--- src/rtl/conv_layer_sched.sv ---
// conv_layer_sched
//   Single-layer scheduler for one CONV instance. On a start request it
//   pulses start_conv, then serves CONV's IFM and weight read strobes from
//   the on-chip SRAMs (1-cycle read latency) and writes every CONV result
//   into the OFM buffer. Reports done (and err on a short layer, an OFM
//   overflow or a watchdog timeout) when the layer ends.
//
//   state  | meaning
//   -------+---------------------------------------------------------------
//   IDLE   | waiting for start; counters hold their last values
//   LAUNCH | start_conv pulse to CONV (one cycle)
//   RUN    | serving ifm_read / wgt_read / out_valid, watchdog armed
//   FINISH | end_conv seen; done pulse (one cycle)
//   FAULT  | watchdog expired; err set, done pulse (one cycle)
//
// Ports
//   clk1, rst                  clock, synchronous active-high reset
//   start / busy / done / err  layer-controller handshake
//   start_conv, ifm_read, wgt_read, out_valid, end_conv, data_output,
//   ifm, wgt                   CONV side
//   ifm_mem_*, wgt_mem_*       IFM / weight SRAM read ports
//   ofm_we, ofm_addr, ofm_wdata  OFM buffer write port
module conv_layer_sched #(
    parameter int DATA_WIDTH   = 16,
    parameter int IFM_WIDTH    = 8,
    parameter int WEIGHT_WIDTH = 8,
    parameter int IFM_SIZE     = 64,
    parameter int KERNEL_SIZE  = 3,
    parameter int STRIDE       = 1,
    parameter int PAD          = 0,
    parameter int CI           = 3,
    parameter int CO           = 8,
    parameter int ADDR_W       = 16,
    parameter int TIMEOUT      = 4096
) (
    input  logic                    clk1,
    input  logic                    rst,
    input  logic                    start,
    output logic                    busy,
    output logic                    done,
    output logic                    err,
    output logic                    start_conv,
    input  logic                    ifm_read,
    input  logic                    wgt_read,
    input  logic                    out_valid,
    input  logic                    end_conv,
    input  logic [DATA_WIDTH-1:0]   data_output,
    output logic [IFM_WIDTH-1:0]    ifm,
    output logic [WEIGHT_WIDTH-1:0] wgt,
    output logic                    ifm_mem_en,
    output logic [ADDR_W-1:0]       ifm_mem_addr,
    input  logic [IFM_WIDTH-1:0]    ifm_mem_rdata,
    output logic                    wgt_mem_en,
    output logic [ADDR_W-1:0]       wgt_mem_addr,
    input  logic [WEIGHT_WIDTH-1:0] wgt_mem_rdata,
    output logic                    ofm_we,
    output logic [ADDR_W-1:0]       ofm_addr,
    output logic [DATA_WIDTH-1:0]   ofm_wdata
);

    localparam int IFM_WORDS = CI * IFM_SIZE * IFM_SIZE;
    localparam int WGT_WORDS = CO * CI * KERNEL_SIZE * KERNEL_SIZE;
    localparam int OFM_SIZE  = (IFM_SIZE + 2 * PAD - KERNEL_SIZE) / STRIDE + 1;
    localparam int OFM_WORDS = OFM_SIZE * OFM_SIZE * CO;
    localparam int WDOG_W    = $clog2(TIMEOUT);

    localparam logic [ADDR_W-1:0] IFM_LAST  = ADDR_W'(IFM_WORDS - 1);
    localparam logic [ADDR_W-1:0] WGT_LAST  = ADDR_W'(WGT_WORDS - 1);
    localparam logic [ADDR_W-1:0] OFM_TOTAL = ADDR_W'(OFM_WORDS);
    localparam logic [WDOG_W-1:0] WDOG_LAST = WDOG_W'(TIMEOUT - 1);

    typedef enum logic [2:0] {
        S_IDLE,
        S_LAUNCH,
        S_RUN,
        S_FINISH,
        S_FAULT
    } state_t;

    state_t              state_q, state_d;
    logic [ADDR_W-1:0]   ifm_cnt_q, ifm_cnt_d;
    logic [ADDR_W-1:0]   wgt_cnt_q, wgt_cnt_d;
    logic [ADDR_W-1:0]   ofm_cnt_q, ofm_cnt_d;
    logic [WDOG_W-1:0]   wdog_q, wdog_d;
    logic                ifm_vld_q, ifm_vld_d;
    logic                wgt_vld_q, wgt_vld_d;
    logic                err_q, err_d;

    logic run, accept, ifm_hit, wgt_hit, ofm_hit, ofm_ovf;

    // Strobes only act in RUN; outside it they are dropped entirely.
    assign run     = (state_q == S_RUN);
    assign accept  = (state_q == S_IDLE) && start;
    assign ifm_hit = run && ifm_read;
    assign wgt_hit = run && wgt_read;
    assign ofm_hit = run && out_valid && (ofm_cnt_q < OFM_TOTAL);
    assign ofm_ovf = run && out_valid && (ofm_cnt_q >= OFM_TOTAL);

    always_ff @(posedge clk1) begin
        if (rst) begin
            state_q   <= S_IDLE;
            ifm_cnt_q <= '0;
            wgt_cnt_q <= '0;
            ofm_cnt_q <= '0;
            wdog_q    <= '0;
            ifm_vld_q <= 1'b0;
            wgt_vld_q <= 1'b0;
            err_q     <= 1'b0;
        end else begin
            state_q   <= state_d;
            ifm_cnt_q <= ifm_cnt_d;
            wgt_cnt_q <= wgt_cnt_d;
            ofm_cnt_q <= ofm_cnt_d;
            wdog_q    <= wdog_d;
            ifm_vld_q <= ifm_vld_d;
            wgt_vld_q <= wgt_vld_d;
            err_q     <= err_d;
        end
    end

    always_comb begin
        state_d = state_q;
        case (state_q)
            S_IDLE:   if (start) state_d = S_LAUNCH;
            S_LAUNCH: state_d = S_RUN;
            S_RUN: begin
                if (end_conv)                state_d = S_FINISH;
                else if (wdog_q == WDOG_LAST) state_d = S_FAULT;
            end
            S_FINISH: state_d = S_IDLE;
            S_FAULT:  state_d = S_IDLE;
            default:  state_d = S_IDLE;
        endcase
    end

    always_comb begin
        ifm_cnt_d = ifm_cnt_q;
        wgt_cnt_d = wgt_cnt_q;
        ofm_cnt_d = ofm_cnt_q;
        wdog_d    = wdog_q;
        ifm_vld_d = ifm_hit;
        wgt_vld_d = wgt_hit;
        err_d     = err_q;

        if (accept) begin
            ifm_cnt_d = '0;
            wgt_cnt_d = '0;
            ofm_cnt_d = '0;
            wdog_d    = '0;
            err_d     = 1'b0;
        end

        // IFM and weight address counters wrap so CONV can re-stream them.
        if (ifm_hit) ifm_cnt_d = (ifm_cnt_q == IFM_LAST) ? '0 : ifm_cnt_q + 1'b1;
        if (wgt_hit) wgt_cnt_d = (wgt_cnt_q == WGT_LAST) ? '0 : wgt_cnt_q + 1'b1;
        if (ofm_hit) ofm_cnt_d = ofm_cnt_q + 1'b1;
        if (ofm_ovf) err_d = 1'b1;

        if (run) begin
            if (ifm_read || wgt_read || out_valid) wdog_d = '0;
            else                                   wdog_d = wdog_q + 1'b1;
        end

        // Uses ofm_cnt_d so an out_valid in the end_conv cycle is counted.
        if (run && end_conv && (ofm_cnt_d != OFM_TOTAL)) err_d = 1'b1;
        if (run && (state_d == S_FAULT))                 err_d = 1'b1;
    end

    always_comb begin
        busy         = (state_q != S_IDLE);
        done         = (state_q == S_FINISH) || (state_q == S_FAULT);
        start_conv   = (state_q == S_LAUNCH);
        err          = err_q;
        ifm_mem_en   = ifm_hit;
        ifm_mem_addr = ifm_cnt_q;
        wgt_mem_en   = wgt_hit;
        wgt_mem_addr = wgt_cnt_q;
        ifm          = ifm_vld_q ? ifm_mem_rdata : '0;
        wgt          = wgt_vld_q ? wgt_mem_rdata : '0;
        ofm_we       = ofm_hit;
        ofm_addr     = ofm_hit ? ofm_cnt_q : '0;
        ofm_wdata    = ofm_hit ? data_output : '0;
    end

endmodule

--- config.mk ---
export PLATFORM = sky130hd
export DESIGN_NAME = conv_layer_sched
export DESIGN_NICKNAME = d
export VERILOG_FILES = /design/src/rtl/conv_layer_sched.sv
export SDC_FILE = /design/constraint.sdc
export NUM_CORES = 1
export LEC_CHECK = 0
export CAP_MARGIN = 20
export CORE_ASPECT_RATIO = 1.25
export CORE_MARGIN = 1.5
export CORE_UTILIZATION = 50
export CTS_CLUSTER_DIAMETER = 100
export CTS_CLUSTER_SIZE = 28
export DETAILED_ROUTE_END_ITERATION = 12
export MAX_ROUTING_LAYER = met4
export PLACE_DENSITY = 0.86
export SETUP_SLACK_MARGIN = 0.02
export SYNTH_ARGS = -nofsm -noshare
export SYNTH_HDL_FRONTEND = slang
export SYNTH_SLANG_ARGS = --single-unit
--- constraint.sdc ---
create_clock -name clk1 -period 5.9 [get_ports clk1]
set_input_delay 0.59 -clock clk1 [delete_from_list [all_inputs] [get_ports clk1]]
set_output_delay 0.59 -clock clk1 [all_outputs]
set_load 0.01 [all_outputs]
== Yosys cells after proc, flatten, opt, wreduce, memory -nomap -nowiden ==
Cells that the tools add are included.

* Input bits: 39
* Bits in registers: 66
* Output and inout bits: 87

* Equality and inequality tests: 9
* Reductions and logical operators: 18
* Multiplexer cells: 22
* Order comparisons: 2
* $add $sub $neg: 4

{| class="wikitable"
|+ Operators with widths
! kind !! count
|-
| $mux 16 || 9
|-
| $add 16x1->16 const B || 3
|-
| $mux 12 || 3
|-
| $eq 16x14->1 const B || 1
|-
| $eq 16x8->1 const B || 1
|-
| $ge 16x15->1 const B || 1
|-
| $lt 16x15->1 const B || 1
|-
| $mux 8 || 2
|-
| $ne 16x15->1 const B || 1
|-
| $add 12x1->12 const B || 1
|-
| $eq 12x12->1 const B || 1
|-
| $logic_and 1x1->1 || 9
|-
| $mux 3 || 3
|-
| $pmux 3 s3 || 1
|-
| $eq 3x2->1 const B || 2
|-
| $eq 3x3->1 const B || 2
|-
| $reduce_bool 2->1 || 3
|-
| $mux 1 || 4
|-
| $reduce_bool 4->1 || 1
|-
| $eq 3x1->1 const B || 1
|-
| $logic_not 3->1 || 1
|-
| $logic_or 1x1->1 || 3
|-
| $reduce_bool 3->1 || 1
|}

== Depth between registers and ports, before layout ==
Gate-level depths: netlist of run 1.

* Depth after elaboration: 8
* Gate-level depth with buffers: 9
* Depth with buffers taken out: 7

== Worst setup path after synthesis of run 1 ==
OpenSTA, ideal clock, no wires.

* Path type: reg-to-output
* Start: reg ofm_cnt_q[8]
* End: out ofm_addr[10]
* Arrival: 1.640 ns
* Path slack: 3.670 ns
* Stages on the path, launching flop included: 7
* Path buffers: 3
* Required time: 5.310 ns
* Cell sequence: dfxtp_1 buf_2 nor4_2 a21o_1 clkbuf_1 clkbuf_1 and3_1

* Longest elaborated chain between the ends: 3

{| class="wikitable"
|+ Ends and longest elaborated chain
! item !! RTL line !! source
|-
| from (decl) || 83 || <nowiki>logic [ADDR_W-1:0] ofm_cnt_q, ofm_cnt_d;</nowiki>
|-
| from (signal assigned) || 113 || <nowiki>ofm_cnt_q <= ofm_cnt_d;</nowiki>
|-
| $lt 16x15->1 || 96 || <nowiki>assign ofm_hit = run && out_valid && (ofm_cnt_q < OFM_TOTAL);</nowiki>
|-
| $logic_and 1x1->1 || 96 ||
|-
| $mux 16 || 181 || <nowiki>ofm_addr = ofm_hit ? ofm_cnt_q : '0;</nowiki>
|-
| to (decl) || 57 || <nowiki>output logic [ADDR_W-1:0] ofm_addr,</nowiki>
|}

No other way between the ends.

== Worst setup path after layout of run 1 ==
* Start: reg state_q[1]
* End: out ofm_we

* Longest elaborated chain between the ends: 3

{| class="wikitable"
|+ Ends and longest elaborated chain
! item !! RTL line !! source
|-
| from (decl) || 80 || <nowiki>state_t state_q, state_d;</nowiki>
|-
| from (signal assigned) || 110 || <nowiki>state_q <= state_d;</nowiki>
|-
| $eq 3x2->1 || 92 || <nowiki>assign run = (state_q == S_RUN);</nowiki>
|-
| $logic_and 1x1->1 (2 in a row) || 96 ||
|-
| to (decl) || 56 || <nowiki>output logic ofm_we,</nowiki>
|}

No other way between the ends.

==> key figures, run 1 <==
Status
  • Outcome: complete, no violations

Setup path
  • Critical Path AT: between 3 and 4 ns
  • Worst r2r dst: err
  • Setup slack, reg-to-reg: 2.71 ns
  • Critical Path Source Type: flip-flop
  • R2r startpoint: state_q[1]
  • Crit. End Element: output port
  • Biggest cell delay along the critical path: about 0.84 ns
  • Cells along the critical path: nor3b_4 > and2_1 > nand2_4 > clkinv_1 > clkdlybuf4s50_1
  • CP max-delay cell: and2_1
  • Worst reg2reg path depth: 7
  • Req. time, crit path: about 5.3 ns
  • Max FO, Critical Path: 35
  • WS Path Type: flip-flop to output port

Placed design
  • IO Port Bufs: approximately 120
  • Routability congestion estimate: 0.9161
  • Final HPWL from detailed placement: 7.565 mm
  • DP Area: slightly above 5000 um^2

Power
  • VDD IR max: approximately 0.16 mV
  • PwrDens: ~190 nW/um^2
  • Pleak: 1.910 nW

Logic synthesis
  • Register area share after synthesis: roughly a third
  • Top cells by area, synth: dfxtp_1 (35%), nor2_1 (7.5%), and3_1 (6.4%)
  • Cell count after synthesis: 512
  • Ys async rst share: 0%
  • Synth cell types: between 50 and 60
  • Post-synth EDFFs: 0
  • Post-Syn Nets: around 560
  • Yosys warns: 0
  • Syn Std Cell Area: about 3800 um^2
  • Post-synth top area share: 34.59%
  • Number of synthesized register bits: 66
  • Top FF cell, synth: dfxtp_1
  • Cell taking the most area after synthesis: dfxtp_1
  • Mean Syn Cell Area: about 7.5 um^2

Detailed routing
  • DR iter-0 viols: roughly 290
  • First drt pass iteration count: 5
  • Vias per std cell: 5.835
  • ANT nets after route: 0
  • DRC: 0
  • Vias: roughly 4200
  • Total Routed Length: roughly 10 mm
  • WL/cell: approximately 15 um

Final layout
  • Layout Nets: 664
  • Most common cell after layout, fill and taps aside: clkdlybuf4s50_1
  • Area delta synth->final: 37.70%
  • Most frequent cells in the layout: clkdlybuf4s50_1 (123), nor2_1 (76), dfxtp_1 (66)
  • Ant. Diodes: 0
  • Post-route cell area: around 5300 um^2
  • Share of cells above drive strength 1: between 4 and 5%

CTS
  • Post-CTS Resized: 0
  • CTS sink cnt: 66
  • Hold Buf Count CTS: 0
  • Setup Fix Bufs, Post-CTS: 0
  • Clk buf depth: 2
  • CTS H-Tree Depth: 3
  • CTS tree: done
  • Clock root buffer: clkbuf_8
  • Total CTS buffers: 9
  • CTS clock-pin slew for the worst setup and hold paths: ~0.070 ns
  • Clk_lat worst skew: approximately 0.34 ns

Min path
  • Worst min path class: flip-flop to flip-flop
  • Worst hold start: ofm_cnt_q[14]
  • Worst Hold End: ofm_cnt_q[14]
  • Cell depth of the worst min-delay path: 2

Timing
  • RSZ-0062 raised after global routing: false
  • Achievable Freq: 268.7 MHz
  • Setup TNS: 0 ns
  • Slew Limit Headroom: about 32%
  • Final hold vios: 0
  • Fin. max-slew vios: 0
  • Post-Route Skew: ~0.011 ns
  • Min Tclk post-route: 3.721 ns
  • Final setup violation count: 0
  • Slew @ Worst Pin: ~1 ns
  • Fin crit share: between 60 and 70%

GRT
  • Initial antenna violation count: 0
  • Largest net degree at the start of global routing: 57
  • Residual overflow from global routing: 0
  • Vias in the first global route: approximately 3800
  • Global Route Usage Sum: between 20 and 30%
  • First-pass GRT wire length: 17.16 mm

Floorplanning
  • Row Count: 35
  • Initial Util: slightly above 50%
  • Die height: between 100 and 150 um
  • Die area: approximately 8200 um^2
  • Die Width: 81.18 um
  • IO Pins: 126
  • Core area: approximately 7400 um^2

Run
  • # Max-Cap Violations: 0
-- registers in the layout (all words and copies together), names as in the netlist --
name          count
state_q           3
wdog_q           12
wgt_vld_q         1
ifm_vld_q         1
err               1
ifm_mem_addr     16
wgt_mem_addr     16
ofm_cnt_q        16
-- metrics by stage --
stage                     hold slack [ns]  setup WS [ns]  utilization (%)  power [mW]  std cells
after floorplan                    0.4527          3.670                -      0.5230        512
after global placement             0.4829          2.337            68.28      0.5755        701
after detailed placement           0.5006          2.299            68.28      0.5781        701
after CTS                          0.5086          2.201            71.07      0.9846        716
after global routing               0.5313          1.911            71.07       1.016        716
final                              0.5026          2.179            71.07      0.9812        716
-- cells by family after synthesis --
group           share of synthesized area, %
flops                                  34.59
mux                                   0.8189
simple gates                           38.23
xor+xnor                               4.815
buf+inv                                3.963
fa+ha+maj                              1.638
other cells                          0.09817
compound gates                         15.85
-- synth_stat cells (3+ instances only) --
cell	count
clkbuf_1	17
nand2b_1	8
xor2_1	14
ha_1	5
a21o_1	4
o21ai_0	32
nor2_1	76
and2_1	18
xnor2_1	7
buf_2	5
a22oi_1	11
nand3_1	20
nor3b_1	5
and3_1	39
dfxtp_1	66
nand2_1	49
nand4_1	11
nor3_1	16
or4_1	3
nor4_1	12
a211oi_1	4
a311oi_1	3
a31oi_1	3
or3_1	5
a21oi_1	30
inv_1	8
nand3b_1	7
-- power breakdown --
| group | switching [mW] | internal, mW |
|---|---|---|
| registers | 0.00469 | 0.448 |
| clock network | 0.179 | 0.233 |
| logic | 0.0636 | 0.0529 |
| total | 0.247 | 0.734 |
-- worst max-delay path, delay by kind of cell, from the launching register on --
| family | cells | cell delay (ns) |
|---|---|---|
| and+or+nand+nor | 3 | 1.50 |
| DFF | 1 | 0.46 |
| buffers and inverters | 2 | 0.82 |
-- area by class of cell --
cell class              count  area (um^2)
multi-input cells         410         2347
fillers                   613         2141
flip-flops and latches     66         1321
repair buffers            124         1236
clock buffers               9        123.9
well taps                  92        115.1
clock inverters             6        82.58
inverters                   9        33.78
-- metal layers --
metal / vias up / global-route usage [%] / share of wire, %
met3: 19 / 3.982 / 7.3
met1: 1932 / 31.74 / 41
li1: 2038 / - / -
met4: 0 / 12.07 / 2.1
met5: - / - / 0
met2: 189 / 44.94 / 49
-- worst max-delay path by stage --
stage	from	end	slack, ns	cells past startpoint
floorplan	ofm_cnt_q[8]	ofm_addr[10]	3.67	6
global placement	out_valid	ofm_we	2.34	5
detailed placement	out_valid	ofm_we	2.30	5
CTS	state_q[1]	ofm_we	2.20	5
global route	state_q[1]	ofm_we	1.91	5
finish	state_q[1]	ofm_we	2.18	5
Power figures use the tool's default switching activity.
==> run 2, diff against run 1 <==
--- a/config.mk
+++ b/config.mk
@@ -8,12 +8,12 @@
 export CAP_MARGIN = 20
 export CORE_ASPECT_RATIO = 1.25
 export CORE_MARGIN = 1.5
-export CORE_UTILIZATION = 50
+export CORE_UTILIZATION = 42
 export CTS_CLUSTER_DIAMETER = 100
 export CTS_CLUSTER_SIZE = 28
 export DETAILED_ROUTE_END_ITERATION = 12
 export MAX_ROUTING_LAYER = met4
-export PLACE_DENSITY = 0.86
+export PLACE_DENSITY = 0.77
 export SETUP_SLACK_MARGIN = 0.02
 export SYNTH_ARGS = -nofsm -noshare
 export SYNTH_HDL_FRONTEND = slang
==> constraint.sdc (replaced) <==
create_clock -name clk1 -period 3.15 [get_ports clk1]
set_input_delay 0.315 -clock clk1 [delete_from_list [all_inputs] [get_ports clk1]]
set_output_delay 0.315 -clock clk1 [all_outputs]
set_load 0.01 [all_outputs]
==> run 2 against run 1 <==
Net effect:
- first-iteration DRC count decreased by 15%
- non-clock buffer count increased by 6
- via count decreased by 1.6%
- sequential share of layout area decreased by 0.16 points
- final cell count increased by 4.7%
- core utilization decreased by 11 points
- flip-flop and latch count unchanged
- die area increased by 18%
- register-to-register slack got worse by 2.1 ns
- combinational power increased by 93%
- critical endpoint is now ofm_wdata[14]
- largest power group unchanged
- highest routed layer unchanged
==> key figures, run 2 (same netlist as run 1, synthesis figures left out) <==
Power
  • PwrDens: 318.7 nW/um^2 (+71%)
  • Combinational share of power: 13.3% (+1.4 points)
  • P_sw: 468.8 uW (+90%)
  • Int Pwr: 1.218 mW (+66%)
  • Switching share of power: 27.78% (+2.6 points)
  • Seq pwr share: 50.3% (+4.2 points)
  • VDD IR max: 0.1586 mV (+1.2%)
  • Clock Power Share: 36.5% (-5.5 points)
  • Pleak: 1.916 nW (+0.32%)

Min path
  • Worst min path class: input port to flip-flop

GRT
  • Largest net degree at the start of global routing: 35 (-39%)
  • Initial antenna violation count: 0 (unchanged)
  • Global Route Usage Sum: 22.34% (-4.6 points)
  • Vias in the first global route: 3593 (-6.4%)
  • Grt met2 use: 37.40% (-7.5 points)
  • Most used routing layer: met2
  • M3 GR Usage: 5.480% (+1.5 points)
  • GR Util met1: 26.67% (-5.1 points)
  • First-pass GRT wire length: 16.70 mm (-2.7%)
  • Residual overflow from global routing: 0 (unchanged)

Timing
  • Post-Route Skew: 0.007838 ns (-0.003308 ns)
  • Final setup violation count: 0 (unchanged)
  • Fin crit share: between 90% and 100%
  • Final hold vios: 0 (unchanged)
  • RSZ-0062 raised after global routing: false
  • Fin. max-slew vios: 0 (unchanged)
  • Slew @ Worst Pin: 0.7690 ns (-0.2441 ns)
  • Achievable Freq: about 350 MHz
  • Setup TNS: 0 ns (unchanged)
  • Slew Limit Headroom: 48.50% (+16 points)
  • Min Tclk post-route: a little under 3 ns

Setup path
  • Max FO, Critical Path: 21 (-40%)
  • Worst r2r dst: err
  • Setup slack, reg-to-reg: 0.61 ns (-2.10 ns)
  • R2r startpoint: ofm_cnt_q[8]
  • Req. time, crit path: 2.83 ns (-2.48 ns)
  • WS Path Type: flip-flop to output port
  • Critical Path AT: 2.58 ns (-0.55 ns)
  • Worst reg2reg path depth: 7 (unchanged)
  • Critical Path End: ofm_wdata[14]
  • Critical Path Source Type: flip-flop
  • Crit path from: state_q[1]
  • Crit. End Element: output port

Detailed routing
  • Total Routed Length: 10.75 mm (+2.5%)
  • First drt pass iteration count: 5 (unchanged)
  • Vias per std cell: 5.481 (-6.1%)
  • DR iter-0 viols: 241 (-15%)
  • WL/cell: 14.34 um (-2.2%)
  • DRC: 0 (unchanged)
  • ANT nets after route: 0 (unchanged)
  • Vias: 4111 (-1.6%)

Placed design
  • IO Port Bufs: 124 (unchanged)
  • Routability congestion estimate: 0.9007 (-1.7%)
  • Final HPWL from detailed placement: 7.787 mm (+2.9%)

Floorplanning
  • IO Pins: 126 (unchanged)
  • Initial Util: 43.66% (-8.0 points)
  • Die height: 109.6 um (+8.8%)
  • Die area: 9680 um^2 (+18%)
  • Die Width: 88.30 um (+8.8%)
  • Core area: 8748 um^2 (+18%)
  • Row Count: 38 (+8.6%)

CTS
  • CTS tree: done
  • Clk buf depth: 2 (unchanged)
  • Total CTS buffers: 9 (unchanged)
  • Clk_lat worst skew: 0.35 ns (about the same)
  • Hold Buf Count CTS: 0 (unchanged)
  • CTS sink cnt: 66 (unchanged)
  • CTS clock-pin slew for the worst setup and hold paths: 0.07 ns (about the same)
  • CTS H-Tree Depth: 3 (unchanged)
  • Clock root buffer: clkbuf_8

Final layout
  • Most frequent cells in the layout: clkdlybuf4s50_1 (123), nor2_1 (76), dfxtp_1 (66)
  • Layout Nets: 670 (+0.90%)
  • Most common cell after layout, fill and taps aside: clkdlybuf4s50_1
  • Area delta synth->final: 38.59%
  • Ant. Diodes: 0 (unchanged)
  • Share of cells above drive strength 1: 5.397% (+1.1 points)
  • Layout fillers: 846 (+38%)
  • Final Util: 60.51% (-11 points)

Status
  • Outcome: complete, no violations

Run
  • # Max-Cap Violations: 0 (unchanged)
-- run 2: changes by cell type in the layout (fill, tap and decap cells not counted) --
cell        change
a21o_2          +1
clkinvlp_4      +1
a21o_1          -1
bufinv_16       -2
clkinv_2        +1
buf_4           +6
-- run 2: how the worst min path moves through the flow --
stage               slack (ns)              end           from  depth (start not counted)
floorplan                 0.45    ofm_cnt_q[14]  ofm_cnt_q[14]                          2
global placement          0.50       wdog_q[11]     wdog_q[11]                          2
detailed placement        0.50       wdog_q[11]     wdog_q[11]                          2
CTS                       0.46        wdog_q[9]            rst                          2
global route              0.47        wdog_q[7]            rst                          2
finish                    0.47  ifm_mem_addr[1]            rst                          2
-- run 2: power groups by stage --
stage          combinational (mW)  sequential [mW]  clock, mW
2_1_floorplan               0.116            0.864          0
3_3_place_gp                0.219            0.867          0
3_5_place_dp                0.223            0.867          0
4_1_cts                     0.224            0.848      0.628
5_1_grt                     0.242            0.849      0.671
6_report                    0.224            0.848      0.616
-- run 2: layout make-up --
| type | count | area [um^2] | share of cell area (%) |
|---|---|---|---|
| timing repair buffer | 130 | 1281 | 24.20 |
| multi-input combinational | 410 | 2349 | 44.36 |
| sequential | 66 | 1321 | 24.96 |
| inverter | 9 | 33.78 | 0.6381 |
| clock inverter | 6 | 35.03 | 0.6618 |
| clock buffer | 9 | 123.9 | 2.340 |
| tap | 120 | 150.1 | 2.836 |
-- run 2: what timing repair did --
action | in CTS | in global routing
setup buffers | 0 | 0
setup endpoints to repair | 0 | 12
resized for setup | 0 | 1
hold endpoints to repair | 0 | 0
-- run 2: per-layer routing --
layer	share of wire [%]	wire length, um
met2	50	5358
met5	0	0
met3	6.1	652
met4	0.95	102
met1	43	4639
-- run 2: metrics by stage --
| stage | std cells | setup WS, ns | power [mW] | hold slack [ns] | area, um^2 |
|---|---|---|---|---|---|
| after global placement | 735 | 0.5188 | 1.086 | 0.4969 | 5134 |
| after CTS | 750 | 0.07601 | 1.699 | 0.4611 | 5293 |
| after floorplan | 512 | 1.127 | 0.9796 | 0.4527 | 3820 |
| after global routing | 750 | 0.05764 | 1.762 | 0.4726 | 5294 |
| after detailed placement | 735 | 0.4472 | 1.090 | 0.5016 | 5134 |
| final | 750 | 0.2582 | 1.687 | 0.4658 | 5294 |
-- run 2: worst max-delay path, cell delays in order (launching register included) --
cell and delay, ns:
dfxtp_1 0.46, nor3b_4 0.25, and2_1 0.49, buf_4 0.30, and3_1 0.18, clkdlybuf4s50_1 0.54
